===== config.mk =====
export PLATFORM = sky130hd
export DESIGN_NAME = fir_partial_accumulator
export DESIGN_NICKNAME = d
export VERILOG_FILES = /design/src/rtl/fir_partial_accumulator.sv
export SDC_FILE = /design/constraint.sdc
export NUM_CORES = 1
export LEC_CHECK = 0
export BUFFER_PORTS_ARGS = -buffer_cell sky130_fd_sc_hd__buf_4
export CAP_MARGIN = 5
export CORE_MARGIN = 4
export CORE_UTILIZATION = 53
export CTS_CLUSTER_DIAMETER = 100
export CTS_CLUSTER_SIZE = 8
export DETAILED_ROUTE_END_ITERATION = 7
export PLACE_DENSITY = 0.76
export SLEW_MARGIN = 20
export SYNTH_ARGS = -nofsm -noshare
export SYNTH_HDL_FRONTEND = slang
export SYNTH_SLANG_ARGS = --single-unit

===== constraint.sdc =====
create_clock -name clk -period 6.1 [get_ports clk]
set_input_delay 0.915 -clock clk [delete_from_list [all_inputs] [get_ports clk]]
set_output_delay 0.915 -clock clk [all_outputs]
set_load 0.05 [all_outputs]

===== src/rtl/fir_partial_accumulator.sv =====
// Reduces a stream of unsigned tap-pair partial sums into filter output
// samples: every NUM_PARTIALS accepted beats (or fewer if in_last closes the
// frame early) produce one accumulated sample on a valid/ready output.
// A frame_err pulse flags any beat where in_last disagrees with the beat count.
module fir_partial_accumulator #(
    parameter int IN_WIDTH     = 17,
    parameter int NUM_PARTIALS = 4,
    parameter int ACC_WIDTH    = 19
) (
    input  logic                 clk,
    input  logic                 reset,
    input  logic                 in_valid,
    output logic                 in_ready,
    input  logic [IN_WIDTH-1:0]  in_data,
    input  logic                 in_last,
    output logic                 out_valid,
    input  logic                 out_ready,
    output logic [ACC_WIDTH-1:0] out_data,
    output logic                 frame_err
);

    localparam int CNT_W = (NUM_PARTIALS > 1) ? $clog2(NUM_PARTIALS) : 1;
    localparam logic [CNT_W-1:0] LAST_CNT = CNT_W'(NUM_PARTIALS - 1);

    // Parameter sanity: the accumulator must hold the worst-case sum exactly.
    generate
        if (ACC_WIDTH < IN_WIDTH + $clog2(NUM_PARTIALS)) begin : g_acc_too_narrow
            $error("fir_partial_accumulator: ACC_WIDTH too small for IN_WIDTH and NUM_PARTIALS");
        end
        if (NUM_PARTIALS < 2 || NUM_PARTIALS > 256) begin : g_bad_partials
            $error("fir_partial_accumulator: NUM_PARTIALS must be in 2..256");
        end
    endgenerate

    typedef enum logic {
        ST_ACCUM = 1'b0,
        ST_HOLD  = 1'b1
    } state_e;

    state_e               state_q, state_d;
    logic [CNT_W-1:0]     cnt_q, cnt_d;
    logic [ACC_WIDTH-1:0] acc_q, acc_d;
    logic [ACC_WIDTH-1:0] out_data_q, out_data_d;
    logic                 frame_err_q, frame_err_d;
    // Low while reset is held and until the first clock after release, so the
    // input side stays closed until the block is actually running.
    logic                 live_q;

    logic                 accept;
    logic                 take;
    logic                 last_beat;
    logic                 close_frame;
    logic [ACC_WIDTH-1:0] in_ext;
    logic [ACC_WIDTH-1:0] sum;

    // Handshakes, running sum and next-state selection.
    always_comb begin
        state_d     = state_q;
        cnt_d       = cnt_q;
        acc_d       = acc_q;
        out_data_d  = out_data_q;
        frame_err_d = 1'b0;

        // In HOLD a beat may only enter when the held sample leaves this cycle.
        in_ready  = (state_q == ST_HOLD) ? out_ready : live_q;
        out_valid = (state_q == ST_HOLD);

        accept      = in_valid && in_ready;
        take        = out_valid && out_ready;
        last_beat   = (cnt_q == LAST_CNT);
        close_frame = last_beat || in_last;
        in_ext      = ACC_WIDTH'(in_data);
        // cnt is zero on the first beat of every frame (including one that
        // arrives while a sample is being taken), so the old sum is dropped.
        sum         = (cnt_q == '0) ? in_ext : (acc_q + in_ext);

        if (take) begin
            state_d = ST_ACCUM;
        end

        if (accept) begin
            acc_d = sum;
            if (close_frame) begin
                out_data_d  = sum;
                state_d     = ST_HOLD;
                cnt_d       = '0;
                frame_err_d = (in_last != last_beat);
            end else begin
                cnt_d = cnt_q + CNT_W'(1);
            end
        end
    end

    // State, accumulator and output registers; async reset discards any frame.
    always_ff @(posedge clk or negedge reset) begin
        if (!reset) begin
            state_q     <= ST_ACCUM;
            cnt_q       <= '0;
            acc_q       <= '0;
            out_data_q  <= '0;
            frame_err_q <= 1'b0;
            live_q      <= 1'b0;
        end else begin
            state_q     <= state_d;
            cnt_q       <= cnt_d;
            acc_q       <= acc_d;
            out_data_q  <= out_data_d;
            frame_err_q <= frame_err_d;
            live_q      <= 1'b1;
        end
    end

    assign out_data  = out_data_q;
    assign frame_err = frame_err_q;

endmodule


==> results.json, run 1 <==
{
  "fmax_mhz": 336,
  "cts_tree": "built",
  "synthAdderAreaFrac": 0.102,
  "swShare": 0.476,
  "reg2regPathDepth": 10,
  "r2r_slack_ns": 3.46,
  "ys_types": 46,
  "ant_nets": 0,
  "power_frac_comb": 0.595,
  "syn2layout_area_growth_pct": 18.4,
  "vias_per_cell": 5.42,
  "async_flop_share": 1.00,
  "htreeDepth": 2,
  "synth_area_per_cell_um2": 8.99,
  "wl_per_cell_um": 14.1,
  "fin_ws_ns": 3.12,
  "grt_max_degree": 44,
  "synth.top_cells.by_area": "dfrtp_1 (41%), ha_1 (9.5%), o21ai_0 (7.0%)",
  "synth_top_area_frac": 0.407,
  "cts.sinks": 43,
  "required_ns": 6.33,
  "yosys.area_share.simple": 0.143,
  "grt_usage": 0.196,
  "layout_commonest_cell": "buf_4",
  "fin_skew_ns": 0.00745,
  "io_pins": 44,
  "synth_compound_area_frac": 0.214,
  "syn_area_um2": 2640,
  "crit_fanout": 4,
  "synth_edf_count": 0,
  "hold_violations": 0,
  "yosysSeqAreaShare": 0.407,
  "cts_setup_buffers": 0,
  "port_buffers": 43,
  "grt_overflow": 0,
  "period_share": 0.488,
  "crit-reg2reg-capture": "acc_q[16]$_DFFE_PN0P_",
  "yosys_register_bits": 43,
  "drive_gt1_frac": 0.200,
  "clkTransAtPathRegs_ns": 0.09,
  "worstSetupStartpointType": "primary input",
  "p_int_mw": 0.930,
  "core_area_um2": 4790,
  "finalNonFillerCells": 402,
  "cp-end-kind": "flop",
  "outcome": "finished, final reports clean",
  "p_leak_nw": 1.53,
  "setup-violations-final": 0,
  "max_cap_violations": 0,
  "r2r_start": "acc_q[0]$_DFFE_PN0P_",
  "vias": 2179,
  "worstSkewPairLatency_ns": 0.31,
  "gp_congestion": 0.825,
  "antenna_found_initial": 0,
  "drc_errors": 0,
  "tns_ns": 0,
  "maxSlewHeadroom": 0.360,
  "die_area_um2": 6180,
  "dpl-instance-area_um2": 3010,
  "arrival_ns": 3.20,
  "firstDrtPassIters": 4,
  "grt_pass1_wl_um": 9560,
  "synth_xor_area_frac": 0.0431,
  "min_to": "out_data[9]$_DFFE_PN0P_",
  "fp-row-count": 25,
  "nets": 377,
  "final_cell_mix": "buf_4 (44), dfrtp_1 (43), nand2_1 (42)",
  "drtIter0Drc": 110,
  "wl_um": 5660,
  "powerDensity_nw_per_um2": 567,
  "placedCellCount": 394,
  "syn_nets": 337,
  "holdPathStages": 2,
  "cts_made_buffers": 5,
  "rsz0062_at_grt": "no",
  "yosysTopAreaCell": "dfrtp_1",
  "min_from": "out_data[9]$_DFFE_PN0P_",
  "ctsResizeCount": 0,
  "maxSlewViolCount": 0,
  "hold_path.class": "flop to flop",
  "dp_slack_ns": 2.84,
  "yosysWarnings": 0,
  "die_x_um": 78.6,
  "critPathKind": "primary input to flop",
  "syn_inst": 294,
  "fp.dieH_um": 78.6,
  "grt_pass1_vias": 2071,
  "clock_power_share": 0.131,
  "worst_pin_slew_ns": 0.960,
  "p_sw_mw": 0.844,
  "final_area_um2": 3130,
  "synthMuxAreaShare": 0.0526,
  "clk_path_buf_depth": 2,
  "ctsHoldBuffers": 0,
  "irDropWorstVdd_uv": 263,
  "ys.flop_type": "dfrtp_1",
  "synth_top_family_by_area": "compound AO/OA/AOI/OAI gates",
  "fin_crit_ns": 2.98,
  "hpwl_um": 4210,
  "diodes": 0,
  "root_buffer": "clkbuf_8",
  "start_util": 0.552,
  "p_seq_frac": 0.274
}
[cell usage after synthesis, types with 3 or more instances]
master / n
dfrtp_1: 43
nand2_1: 42
o21ai_0: 37
ha_1: 20
nor2_1: 19
a21oi_1: 18
inv_1: 13
a21o_1: 9
a31oi_1: 8
xnor2_1: 8
mux2_2: 7
nand3_1: 7
clkbuf_1: 6
mux2i_1: 6
xor2_1: 5
o31ai_1: 4
buf_1: 3
o211ai_1: 3
[routing by layer]
metal / wire (um) / GRT usage
met5: 0 / 0
met4: 63 / 0.0682
met3: 264 / 0.0367
met2: 2740 / 0.334
met1: 2600 / 0.246
[worst max-delay path, stage by stage]
cell	delay, ns
buf_4	0.08
ha_1	0.16
inv_1	0.06
fa_1	0.37
and2b_1	0.23
o211ai_1	0.11
a31oi_1	0.43
o211ai_1	0.17
nand3_1	0.11
or3b_1	0.39
a31oi_1	0.18
[power by group through the flow]
stage	Combinational, mW	Clock [mW]	Sequential [mW]
global route	1.17	0.249	0.504
floorplan	0.587	0	0.699
finish	1.05	0.233	0.486
global placement	1.03	0	0.488
CTS	1.06	0.240	0.488
detailed placement	1.06	0	0.493
[stage by stage]
stage,utilization,hold slack [ns],power [mW]
floorplan,-,0.454,1.29
global placement,0.630,0.464,1.52
detailed placement,0.630,0.473,1.55
CTS,0.654,0.494,1.79
global route,0.654,0.519,1.92
finish,0.654,0.487,1.77
[state kept, by name, summed over array words and instances, names as in the netlist]
| signal | flops |
|---|---|
| acc_q | 19 |
| cnt_q | 2 |
| frame_err | 1 |
| live_q | 1 |
| out_data | 19 |
| out_valid | 1 |
[logic make-up after synthesis]
logic type | Yosys count
AOI/OAI and AO/OA | 93
xor gates and xnor gates | 13
adders and majority gates | 21
buffers and inverters | 25
DFF | 43
muxes | 13
other | 1
and+or+nand+nor | 85
[final cells by class]
cell class | instances | area, um2
fillers | 413 | 1660
flip-flops and latches | 43 | 1080
well taps | 67 | 83.8
repair buffers | 44 | 330
clock inverters | 3 | 47.5
multi-input cells | 226 | 1470
clock buffers | 5 | 68.8
inverters | 14 | 52.6
[worst max-delay path by stage]
stage	startpoint	end	slack, ns	depth (start not counted)
after floorplan	in_data[0]	acc_q[16]$_DFFE_PN0P_	3.21	10
after global placement	in_data[0]	out_data[16]$_DFFE_PN0P_	2.88	11
after detailed placement	in_data[0]	acc_q[16]$_DFFE_PN0P_	2.84	11
after CTS	in_data[0]	acc_q[16]$_DFFE_PN0P_	3.14	11
after global routing	in_data[0]	acc_q[16]$_DFFE_PN0P_	2.93	11
final	in_data[0]	acc_q[16]$_DFFE_PN0P_	3.12	11
Power figures use the tool's default switching activity.
==> run 2, diff against run 1 <==
Settings changed: ABC_AREA set to 1, PLACE_DENSITY 0.76 to 0.75.
Clock period 6.1 ns to 3 ns, I/O delays scaled along.
==> results.json, run 2 <==
{
  "synth_area_per_cell_um2": 6.76,
  "htreeDepth": 2,
  "antenna_found_initial": 0,
  "yosysTopAreaCell": "dfrtp_1",
  "slowest_delay_ns": 0.39,
  "required_ns": 3.19,
  "ctsHoldBuffers": 0,
  "syn_area_um2": 3070,
  "rsz0062_at_grt": "no",
  "fp-row-count": 27,
  "cp_slowest_cell": "fa_1",
  "yosysSeqAreaShare": 0.350,
  "vias": 2974,
  "vias_per_cell": 5.23,
  "root_buffer": "clkbuf_8",
  "synth_compound_area_frac": 0.0700,
  "fin_crit_ns": 1.93,
  "fp.dieH_um": 84.2,
  "hpwl_um": 5860,
  "synthMuxAreaShare": 0,
  "period_share": 0.644,
  "cp-end-kind": "flop",
  "crit_path_start": "acc_q[0]$_DFFE_PN0P_",
  "hold_violations": 0,
  "start_util": 0.552,
  "grt_pass1_vias": 2873,
  "cp_cell_sequence": "ha_1 > inv_1 > fa_1 > inv_1 > nand2_1 > nand2_1 > nand3_1 > nand2_2 > nand2_1 > nand3_1 > nand3_2 > nand3_1 > nand2_1",
  "fin_skew_ns": 0.00556,
  "synthAdderAreaFrac": 0.0879,
  "tns_ns": 0,
  "die_area_um2": 7080,
  "grt_max_degree": 44,
  "synth_xor_area_frac": 0,
  "placedCellCount": 562,
  "fmax_mhz": 518,
  "layout_commonest_cell": "nand2_1",
  "maxSlewViolCount": 0,
  "total_power_mw": 3.99,
  "max_cap_violations": 0,
  "io_pins": 44,
  "cts_tree": "built",
  "outcome": "finished, final reports clean",
  "clkTransAtPathRegs_ns": 0.09,
  "worstSkewPairLatency_ns": 0.29,
  "cts.sinks": 43,
  "hold-worst-slack_ns": 0.132,
  "synth.top_cells.by_area": "dfrtp_1 (35%), nand2_1 (21%), ha_1 (8.1%)",
  "fin_ws_ns": 1.07,
  "synth_top_family_by_area": "simple AND/OR/NAND/NOR gates",
  "wl_um": 7730,
  "ys.flop_type": "dfrtp_1",
  "worst_pin_slew_ns": 0.734,
  "setup-violations-final": 0,
  "fill_cells": 531,
  "diodes": 0,
  "r2r_start": "acc_q[0]$_DFFE_PN0P_",
  "syn_inst": 455,
  "ctsResizeCount": 0,
  "ys_types": 27,
  "syn_nets": 498,
  "firstDrtPassIters": 5,
  "ant_nets": 0,
  "final_area_um2": 3560,
  "drc_errors": 0,
  "p_leak_nw": 2.03,
  "async_flop_share": 1.00,
  "nets": 540,
  "core_area_um2": 5570,
  "final_cell_mix": "nand2_1 (175), inv_1 (63), buf_4 (47)",
  "maxSlewHeadroom": 0.510,
  "wl_per_cell_um": 13.6,
  "synth_top_area_frac": 0.350,
  "yosys-top-cells-count": "nand2_1 (175), inv_1 (63), dfrtp_1 (43)",
  "grt_pass1_wl_um": 13400,
  "yosys_register_bits": 43,
  "gp_congestion": 0.892,
  "crit_fanout": 4,
  "irDropWorstVdd_uv": 686,
  "clk_path_buf_depth": 2,
  "powerDensity_nw_per_um2": 1120,
  "arrival_ns": 2.12,
  "dpl-instance-area_um2": 3450,
  "crit_top_cell": "nand2_1",
  "port_buffers": 43,
  "worstSetupStartpointType": "flop",
  "yosysWarnings": 0,
  "finalNonFillerCells": 569,
  "grt_overflow": 0,
  "yosys.area_share.simple": 0.392,
  "drive_gt1_frac": 0.159,
  "utilization": 0.638,
  "dp_slack_ns": 0.890,
  "cts_setup_buffers": 0,
  "syn2layout_area_growth_pct": 15.7,
  "cts_made_buffers": 5,
  "hold_path.class": "primary input to async pin",
  "synth_edf_count": 0,
  "synth_most_common_cell": "nand2_1",
  "critPathKind": "flop to flop",
  "drtIter0Drc": 156,
  "die_x_um": 84.2,
  "grt_usage": 0.230
}
==> run 2: final timing paths <==
path	to	slack, ns	cells past startpoint
worst max-delay path	out_data[16]$_DFFE_PN0P_	1.07	13
worst max register to register	out_data[16]$_DFFE_PN0P_	1.07	13
max in group asynchronous	acc_q[18]$_DFFE_PN0P_	2.48	1
worst min-delay path	acc_q[8]$_DFFE_PN0P_	0.13	1
min in group clk	out_valid$_DFF_PN0_	0.35	2
worst min register to register	out_data[1]$_DFFE_PN0P_	0.49	2
==> run 2: kinds of logic after synthesis <==
family | Yosys count
adder cells (fa/ha/maj) | 21
other | 1
AO/OA/AOI/OAI | 40
AND/OR/NAND/NOR | 275
flip-flops | 43
buffers and inverters | 75
==> run 2: routing by layer <==
layer,GRT usage,share of wire,vias to the layer above,routed length [um]
met3,0.0402,0.047,8,362
li1,-,-,1516,-
met4,0.0482,0.0079,0,61
met2,0.356,0.43,81,3330
met1,0.340,0.51,1369,3970
met5,0,0,-,0
==> run 2: worst max-delay path, delay by kind of cell, from the launching register on <==
kind                     cells  cell delay, ns
buffers and inverters        2            0.16
AND/OR/NAND/NOR              9            0.72
flip-flops                   1            0.36
adder cells (fa/ha/maj)      2            0.58
==> run 2: cell type report <==
class	count	area, um2	area share
clock buffer	5	68.8	0.0193
sequential	43	1080	0.302
timing repair buffer	47	353	0.0992
inverter	63	236	0.0665
tap	72	90.1	0.0253
multi-input combinational	337	1700	0.477
clock inverter	2	37.5	0.0106
==> run 2: where the power goes <==
group	internal, mW	switching [mW]	leakage, nW
Clock	0.244	0.210	0.0502
Sequential	0.837	0.170	0.527
Combinational	0.827	1.71	1.45
Total	1.91	2.09	2.03
==> run 3, diff against run 2 <==
Settings changed: CORE_UTILIZATION 53 to 52, PLACE_DENSITY 0.75 to 0.76.
Clock period 3 ns to 1.6 ns, I/O delays scaled along.
==> results.json, run 3 (synthesis gave the netlist of run 2 again) <==
{
  "outcome": "finished with violations",
  "violations": "negative setup slack",
  "worstSkewPairLatency_ns": 0.31,
  "firstDrtPassIters": 5,
  "required_ns": 1.80,
  "clock_power_share": 0.083,
  "start_util": 0.548,
  "cts_tree": "built",
  "fp.dieH_um": 84.9,
  "ant_nets": 0,
  "cts_made_buffers": 5,
  "rsz0062_at_grt": "yes",
  "crit_path_start": "acc_q[0]$_DFFE_PN0P_",
  "vias": 3301,
  "fin_ws_ns": -0.245,
  "p_int_mw": 4.55,
  "p_leak_nw": 2.28,
  "p_seq_frac": 0.208,
  "core_area_um2": 5610,
  "gp_congestion": 0.882,
  "critPathKind": "flop to flop",
  "grt_pass1_wl_um": 14400,
  "powerDensity_nw_per_um2": 2190,
  "maxSlewHeadroom": 0.624,
  "wl_um": 9670,
  "power_frac_comb": 0.709,
  "cts.sinks": 43,
  "clk_path_buf_depth": 2,
  "vias_per_cell": 5.47,
  "syn2layout_area_growth_pct": 40.8,
  "drc_errors": 0,
  "grt_overflow": 0,
  "hold_violations": 0,
  "drtIter0Drc": 240,
  "hold_path.class": "primary input to flop",
  "irDropWorstVdd_uv": 1320,
  "diodes": 0,
  "p_sw_mw": 4.92,
  "setup-violations-final": 28,
  "maxSlewViolCount": 0,
  "die_x_um": 84.9,
  "fin_skew_ns": 0.00748,
  "hpwl_um": 6260,
  "root_buffer": "clkbuf_8",
  "reg2regPathDepth": 11,
  "swShare": 0.520,
  "holdPathStages": 2,
  "grt_pass1_vias": 3046,
  "crit_fanout": 3,
  "clkTransAtPathRegs_ns": 0.09,
  "arrival_ns": 2.05,
  "utilization": 0.772,
  "layout_commonest_cell": "nand2_1",
  "cp-end-kind": "flop",
  "antenna_found_initial": 0,
  "grt_max_degree": 44,
  "port_buffers": 43,
  "wl_per_cell_um": 16.0,
  "grt_usage": 0.248,
  "drive_gt1_frac": 0.389,
  "worstSetupStartpointType": "flop",
  "die_area_um2": 7210,
  "min_from": "out_ready",
  "max_cap_violations": 0,
  "fp-row-count": 27,
  "fmax_mhz": 542,
  "final_cell_mix": "nand2_1 (144), buf_4 (79), inv_1 (55)",
  "r2r_start": "acc_q[0]$_DFFE_PN0P_",
  "fin_crit_ns": 1.85,
  "worst_pin_slew_ns": 0.564,
  "period_share": 1.15,
  "io_pins": 44,
  "dp_slack_ns": -0.200,
  "htreeDepth": 2,
  "nets": 574
}
-- run 3: cell types whose count changed in the layout (fill, tap and decap cells not counted), moves of 8 or more --
cell | previous run | this run
buf_4 | 47 | 79
ha_1 | 20 | 6
ha_4 | 0 | 13
inv_1 | 63 | 55
nand2_1 | 175 | 144
nand2_2 | 8 | 28
nand2_4 | 0 | 11
nand3_1 | 39 | 18
nand3_2 | 6 | 25
-- run 3: area by class of cell --
cell class | count | area, um2
Sequential cell | 43 | 1080
Clock buffer | 6 | 82.6
Inverter | 63 | 239
Multi-Input combinational cell | 337 | 2200
Fill cell | 407 | 1280
Tap cell | 72 | 90.1
Clock inverter | 2 | 16.3
Timing Repair Buffer | 81 | 623
-- run 3: path summary, 6_finish.rpt --
check                           slack (ns)                       end
worst max-delay path                 -0.25  out_data[10]$_DFFE_PN0P_
worst min-delay path                  0.16       out_valid$_DFF_PN0_
worst max register to register       -0.25  out_data[10]$_DFFE_PN0P_
worst min register to register        0.49   out_data[1]$_DFFE_PN0P_
max in group asynchronous             0.73       out_valid$_DFF_PN0_
min in group asynchronous             0.46   out_data[5]$_DFFE_PN0P_
-- run 3: repair_timing --
action	CTS	global route
hold endpoints to repair	43	0
pin swaps	13	24
endpoints found under the setup margin	30	36
hold buffers	1	0
resized for setup	41	70
buffers inserted	5	4
-- run 3: metal layers --
layer / wire [um] / global-route usage / part of all wire
met1: 4060 / 0.352 / 0.42
met5: 0 / 0 / 0
met4: 252 / 0.0705 / 0.026
met3: 691 / 0.0427 / 0.071
met2: 4670 / 0.392 / 0.48
-- run 3: power groups by stage --
| stage | registers [mW] | logic [mW] | clock network (mW) |
|---|---|---|---|
| final | 1.97 | 6.71 | 0.784 |
| after global routing | 2.03 | 7.24 | 0.832 |
| after CTS | 1.95 | 5.80 | 0.783 |
| after detailed placement | 1.89 | 5.20 | 0 |
| after global placement | 1.87 | 5.12 | 0 |
| after floorplan | 2.65 | 2.78 | 0 |
-- run 3: metrics by stage --
| stage | total power, mW | TNS (ns) | cell area [um2] | hold slack (ns) | std cells |
|---|---|---|---|---|---|
| finish | 9.47 | -3.89 | 4330 | 0.156 | 604 |
| global route | 10.1 | -6.84 | 4330 | 0.168 | 604 |
| CTS | 8.54 | -2.33 | 4070 | 0.154 | 601 |
| detailed placement | 7.09 | -3.71 | 3660 | 0.282 | 587 |
| global placement | 6.98 | -2.85 | 3660 | 0.271 | 587 |
| floorplan | 5.43 | -0.229 | 3090 | -0.0556 | 455 |
-- run 3: critical path: stages, from the launching register on --
cell,delay (ns)
dfrtp_1,0.37
ha_2,0.20
inv_2,0.04
fa_2,0.37
inv_2,0.11
nand3_1,0.15
nand3_2,0.13
nand2_1,0.06
nand3_1,0.09
nand2_1,0.11
nand2_1,0.08
nand2_1,0.05
